[config.mk]
export PLATFORM = sky130hd
export DESIGN_NAME = morse_sequencer
export DESIGN_NICKNAME = d
export VERILOG_FILES = /design/src/rtl/morse_sequencer.sv
export SDC_FILE = /design/constraint.sdc
export NUM_CORES = 1
export LEC_CHECK = 0
export CELL_PAD_IN_SITES_DETAIL_PLACEMENT = 1
export CELL_PAD_IN_SITES_GLOBAL_PLACEMENT = 2
export CORE_AREA = 3 3 66 68
export CTS_BUF_LIST = sky130_fd_sc_hd__clkbuf_4 sky130_fd_sc_hd__clkbuf_8
export CTS_CLUSTER_SIZE = 12
export DETAILED_ROUTE_END_ITERATION = 10
export DIE_AREA = 0 0 69 71
export GPL_TIMING_DRIVEN = 0
export PLACE_DENSITY = 0.79
export SYNTH_ARGS = -nofsm -noshare
export SYNTH_HDL_FRONTEND = slang
export SYNTH_SLANG_ARGS = --single-unit
[constraint.sdc]
create_clock -name clk -period 1.8 [get_ports clk]
set_input_delay 0.27 -clock clk [delete_from_list [all_inputs] [get_ports clk]]
set_output_delay 0.27 -clock clk [all_outputs]
set_load 0.02 [all_outputs]
[src/rtl/morse_sequencer.sv]
// rtl/morse_sequencer.sv - Morse letter keyer; MORSE_SEQ_WORD_GAP_EN turns code_len=0 into a word space
module morse_sequencer #(
    parameter int UNIT_CYCLES = 100
) (
    input  logic       clk,
    input  logic       rst,
    input  logic       code_valid,
    output logic       code_ready,
    input  logic [4:0] code_bits,
    input  logic [2:0] code_len,
    input  logic       abort,
    output logic       key,
    output logic       busy,
    output logic       done
);

`ifdef MORSE_SEQ_WORD_GAP_EN
    localparam int SPAN = 7 * UNIT_CYCLES;
`else
    localparam int SPAN = 3 * UNIT_CYCLES;
`endif
    localparam int CW = $clog2(SPAN);

    localparam logic [CW-1:0] DOT_LAST  = CW'(UNIT_CYCLES - 1);
    localparam logic [CW-1:0] DASH_LAST = CW'(3 * UNIT_CYCLES - 1);
`ifdef MORSE_SEQ_WORD_GAP_EN
    localparam logic [CW-1:0] WORD_LAST = CW'(7 * UNIT_CYCLES - 1);
`endif

    typedef enum logic [2:0] {
        S_IDLE,
        S_MARK,
        S_GAP,
`ifdef MORSE_SEQ_WORD_GAP_EN
        S_WGAP,
`endif
        S_LGAP
    } state_t;

    state_t        state_q, state_d;
    logic [CW-1:0] cnt_q, cnt_d;
    logic [4:0]    bits_q, bits_d;
    logic [2:0]    rem_q, rem_d;
    logic          done_q, done_d;
    logic [2:0]    len_eff;

    always_ff @(posedge clk) begin
        if (rst) begin
            state_q <= S_IDLE;
            cnt_q   <= '0;
            bits_q  <= '0;
            rem_q   <= '0;
            done_q  <= 1'b0;
        end else begin
            state_q <= state_d;
            cnt_q   <= cnt_d;
            bits_q  <= bits_d;
            rem_q   <= rem_d;
            done_q  <= done_d;
        end
    end

    always_comb begin
        state_d = state_q;
        cnt_d   = cnt_q + 1'b1;
        bits_d  = bits_q;
        rem_d   = rem_q;
        done_d  = 1'b0;
        len_eff = (code_len > 3'd5) ? 3'd5 : code_len;

        case (state_q)
            S_IDLE: begin
                if (code_valid) begin
                    bits_d = code_bits;
                    rem_d  = len_eff;
                    if (len_eff != 3'd0) begin
                        state_d = S_MARK;
                    end else begin
`ifdef MORSE_SEQ_WORD_GAP_EN
                        state_d = S_WGAP;
`else
                        done_d  = 1'b1;
`endif
                    end
                end
            end
            // bits_q is shifted so bit0 is always the element being keyed
            S_MARK: begin
                if (cnt_q == (bits_q[0] ? DASH_LAST : DOT_LAST)) begin
                    bits_d  = bits_q >> 1;
                    rem_d   = rem_q - 3'd1;
                    state_d = (rem_q == 3'd1) ? S_LGAP : S_GAP;
                end
            end
            S_GAP: begin
                if (cnt_q == DOT_LAST) state_d = S_MARK;
            end
            S_LGAP: begin
                if (cnt_q == DASH_LAST) begin
                    state_d = S_IDLE;
                    done_d  = 1'b1;
                end
            end
`ifdef MORSE_SEQ_WORD_GAP_EN
            S_WGAP: begin
                if (cnt_q == WORD_LAST) begin
                    state_d = S_IDLE;
                    done_d  = 1'b1;
                end
            end
`endif
            default: state_d = S_IDLE;
        endcase

        // abort overrides any expiry decided above
        if (abort && state_q != S_IDLE) begin
            state_d = S_IDLE;
            done_d  = 1'b0;
        end

        if (state_d != state_q || state_q == S_IDLE) cnt_d = '0;
    end

    assign key        = (state_q == S_MARK);
    assign busy       = (state_q != S_IDLE);
    assign code_ready = (state_q == S_IDLE);
    assign done       = done_q;

endmodule
======== Yosys cells after proc, flatten, opt, wreduce, memory -nomap -nowiden ========
Cells that the tools add are included.
word-level totals
  latch bits .............................. 0
  input port bits ......................... 12
  RAM bits ................................ 0
  output and inout port bits .............. 4
  ROM bits ................................ 0
  memories kept ........................... 0
  register bits after elaboration ......... 21
  logic and storage cells ................. 47
operators by class
  $add $sub $neg .......................... 2
  shift-type cells ........................ 0
  equality and inequality tests ........... 10
  order comparisons ....................... 1
  reduce and logical (&&, ||, !) cells .... 9
  multiply operators ...................... 0
  divide/modulo/power cells ............... 0
  bitwise operators ....................... 0
  multiplexer cells ....................... 20
operator list
  operator             count
  $mux 3               9
  $pmux 3 s4           1
  $mux 5               2
  $pmux 5 s2           1
  $add 9x1->9 const B  1
  $eq 9x7->1 const B   1
  $eq 9x9->1           1
  $eq 9x9->1 const B   1
  $mux 9               1
  $eq 3x1->1 const B   2
  $eq 3x2->1 const B   2
  $pmux 3 s2           1
  $reduce_bool 3->1    2
  $mux 1               4
  $reduce_or 2->1      2
  $gt 3x3->1 const B   1
  $logic_not 3->1      1
  $ne 3x3->1           1
  $reduce_and 3->1     1
  $sub 3x1->3 const B  1
  $ne 2x1->1 const B   1
  $ne 2x2->1 const B   1
  $pmux 1 s2           1
  $reduce_bool 2->1    1
  2 further kinds      2

======== Logic depth before layout (Yosys ltp) ========
  depth after elaboration ................. 10
  mapped depth ............................ 6
  mapped depth without buffers ............ 6

======== Least setup slack after synthesis ========
OpenSTA, ideal clock, no wires.
  kind .................................... reg-to-reg
  start ................................... register state_q[1]
  end ..................................... register rem_q[0]
  path slack .............................. 154 ps
  cell stages (with the launch flop) ...... 6
  data required time ...................... 1726 ps
  setup time .............................. 74 ps
  arrival time ............................ 1572 ps
  buffers on the path ..................... 1
  period minus slack after synthesis ...... 1646 ps
  path through ............................ dfxtp_1 buf_6 nor3_2 nand2_2 or3_1 a31oi_1
on the way
  longest elaborated chain between the ends .. 3
  elaborated cells between the ends (all ways) .. 7
  those cells by class .................... 3 x eq/ne; 1 x mux; 3 x reduce/logical
ends and longest elaborated chain
  what                                                              line  source
  start: declaration                                                40    state_t state_q, state_d;
  start signal: assignment                                          55    state_q <= state_d;
  $logic_not 3->1 *                                                 --
  net code_ready                                                    8     output logic code_ready,
  $ne 2x2->1 (no line) / $reduce_bool 2->1 (equally long branches)  --
  $reduce_and 3->1 (no line)                                        --
  end signal: assignment                                            58    rem_q <= rem_d;
  end: declaration                                                  43    logic [2:0] rem_q, rem_d;
The timed path passes the listed nets; every way through them passes the cells marked *.
A chain may end at the register's enable or synchronous reset.

======== Final worst setup path ========
  start ................................... register state_q[2]
  end ..................................... output key
on the way
  longest elaborated chain between the ends .. 1
ends and longest elaborated chain
  what              line  source
  $eq 3x1->1        124   assign key = (state_q == S_MARK);
  end: declaration  12    output logic key,
Every way passes these cells.

==> out/metrics.csv <==
stage,metric,value,unit
outcome,status,"complete, no violations",
critical_path,R2R cell count,5,
hold_path,Hold Path Depth,1,
power,Pwr Density,551,nW/um2
grt,grt total ovfl,0,
synth,dominant cell type by area after synthesis,dfxtp_1,
hold_path,Hold Crit Start,cnt_q[0]$_SDFF_PP0_,
floorplan,CORE AREA,3910,um2
run,total of max-cap violations,0,
power,leakage,0.579,nW
critical_path,Setup crit start kind,flop,
route,post-DR vias/cell,5.57,
cells_and_area,layout cells sized above 1,0.262,
timing,Clock Skew,0.00802,ns
synth,post-synth design cell area,1340,um2
place,IO Port Bufs,15,
critical_path,slack of the worst reg-to-reg path,0.12,ns
route,Final ANT Viol Nets,0,
clocking,H-tree depth,1,
critical_path,worst setup path class,flop to output pin,
critical_path,crit path max fanout,9,
synth,top_reg_cell synth,dfxtp_1,
timing,min cycle time layout,1.75,ns
synth,Post-synth EDFFs,0,
clocking,TritonCTS clock tree,built,
clocking,clk root buf,clkbuf_8,
synth,yosys warns,0,
critical_path,"Req. time, crit path",1.53,ns
route,drt first-iter violations,39,
place,Placer Congestion,0.789,
synth,Post-synth ARST share,0,
synth,Mapped Cells,149,
timing,worst-margin pin slew,0.536,ns
clocking,clk_lat worst skew,0.26,ns
critical_path,RR Endpoint,bits_q[1]$_SDFFE_PP0P_,
route,final WL,3570,um
timing,Max Transition Viols Final,0,
clocking,CTS buffer count,3,
floorplan,initial core utilization,0.343,
timing,Final Hold Fails,0,
cells_and_area,growth of design area from synthesis to finish,28.6,%
floorplan,die area,4900,um2
grt,global-route wire length before repair,5770,um
clocking,Clock Path Buffers,2,
route,DR pass1 iterations,4,
timing,Final Worst Setup Slack,0.0472,ns
clocking,Worst-path clk slew,0.08,ns
grt,pin count of the biggest net entering global routing,12,
route,DR WL/cell,16.1,um
critical_path,RR Startpoint,state_q[1]$_SDFF_PP0_,
grt,gr usage total,0.143,
synth,number of unique standard cell types used by synthesis,52,
cells_and_area,Final Util,0.441,
timing,fmax,571,MHz
timing,final worst-path cycle share,0.974,
synth,synthesized area per cell,9.02,um2
floorplan,Site Rows,23,
synth,Yosys reg bits,21,
synth,syn nets,164,
place,worst slack at placement,-0.253,ns
grt,vias in the first global route,1221,
route,# DRC,0,
place,DP HPWL,2520,um
cells_and_area,# diodes,0,
hold_path,WHS Endpoint,cnt_q[0]$_SDFF_PP0_,
critical_path,critical path capture point type,output pin,
hold_path,HP Class,flop to flop,
synth,Area contributors post-synth,"dfxtp_1 31%, nor3_1 6.0%, nor4b_1 4.6%",
timing,RSZ-0062 raised after global routing,false,
cells_and_area,Final #Nets,188,
grt,antenna violations before repair,0,
timing,Max-slew headroom,0.643,
floorplan,num ports,16,
floorplan,chip width,69,um
timing,Final setup viols,0,
route,vias post-DR,1237,
synth,Yosys top cell area share,0.313,
clocking,Clock Sinks,21,
power,Max VDD drop,0.255,mV
critical_path,crit path DAT,1.48,ns
synth,sequential share of the synthesized area,0.313,
floorplan,die height,71,um
-- cells in the mapped netlist, types with 3 or more instances --
master,count
xnor2_1,6
a21oi_1,7
nand2_1,11
ha_1,3
nand3_1,5
nor2_1,4
buf_6,5
and2_2,5
o21ai_0,4
a221oi_1,4
nor4b_1,7
nor3_1,16
dfxtp_1,21
inv_1,7
nand2b_1,3
-- critical path: stages (launching register included) --
cell     delay (ns)
dfxtp_1        0.31
buf_4          0.17
or3b_4         0.38
buf_6          0.16
inv_8          0.08
buf_6          0.11
-- where the power goes --
group	internal [W]	switching [W]
Clock	0.000173	0.000161
Sequential	0.000478	0.00000899
Combinational	0.0000659	0.0000648
-- how the worst max path moves through the flow --
stage                               start                    end
floorplan           state_q[1]$_SDFF_PP0_  rem_q[0]$_SDFFE_PP0P_
global placement    state_q[2]$_SDFF_PP0_                    key
detailed placement  state_q[2]$_SDFF_PP0_                    key
CTS                 state_q[2]$_SDFF_PP0_                    key
global route          cnt_q[6]$_SDFF_PP0_    cnt_q[0]$_SDFF_PP0_
finish              state_q[2]$_SDFF_PP0_                    key
-- state kept, by name (all words and copies together) (netlist names) --
| register | count |
|---|---|
| rem_q | 3 |
| state_q | 3 |
| cnt_q | 9 |
| done | 1 |
| bits_q | 5 |
-- cell usage in the layout (no fill, tap or decap), types with 2 or more instances in the layout --
cell             Yosys  routed
a211oi_2             1       2
a21oi_1              7       6
a221oi_1             4       4
and2_2               5       5
buf_4                2       5
buf_6                5       6
clkbuf_8             0       3
clkdlybuf4s50_1      0      12
dfxtp_1             21      20
dlygate4sd2_1        0       2
ha_1                 3       2
inv_1                7       7
nand2_1             11      11
nand2b_1             3       3
nand3_1              5       5
nor2_1               4       4
nor3_1              16      16
nor3b_1              2       2
nor4b_1              7       3
nor4b_2              1       5
o211ai_4             0       2
o21ai_0              4       3
xnor2_1              6       6
-- through the flow --
step | hold WS, ns | total power [W] | cell area (um2) | setup TNS, ns | cells
final | 0.484 | 0.000951 | 1730 | 0 | 222
after global routing | 0.514 | 0.000989 | 1730 | 0 | 222
after CTS | 0.491 | 0.000950 | 1620 | -0.0344 | 219
after detailed placement | 0.478 | 0.000620 | 1560 | -1.82 | 214
after global placement | 0.455 | 0.000615 | 1560 | -1.35 | 214
after floorplan | 0.406 | 0.000567 | 1340 | 0 | 149
-- layer usage --
metal,track usage,share of wire,vias to the layer above
li1,-,-,607
met1,0.177,0.46,612
met2,0.256,0.51,14
met3,0.0256,0.021,4
met4,0.0369,0.0092,0
met5,0,0,-
-- cells by family after synthesis --
group           after synthesis  synth area share
compound gates               30             0.177
xor+xnor                      7            0.0456
fa+ha+maj                     3            0.0279
buf+inv                      16            0.0782
flops                        21             0.313
mux                           1           0.00745
other cells                   1           0.00279
simple gates                 70             0.348
-- timing repair --
| action | CTS | global route |
|---|---|---|
| buffers inserted | 1 | 2 |
| gates cloned | 0 | 1 |
| gates resized for setup | 10 | 17 |
| pin swaps | 1 | 2 |
| hold buffers | 0 | 0 |
| endpoints found under the setup margin | 17 | 16 |
-- layout make-up --
class / count / area, um2
inverters: 8 / 37.5
fillers: 479 / 2190
flip-flops and latches: 21 / 422
well taps: 50 / 62.6
plain buffers: 8 / 75.1
clock buffers: 4 / 48.8
multi-input cells: 113 / 911
repair buffers: 18 / 171
No activity file was read; power rests on OpenSTA's default activity.
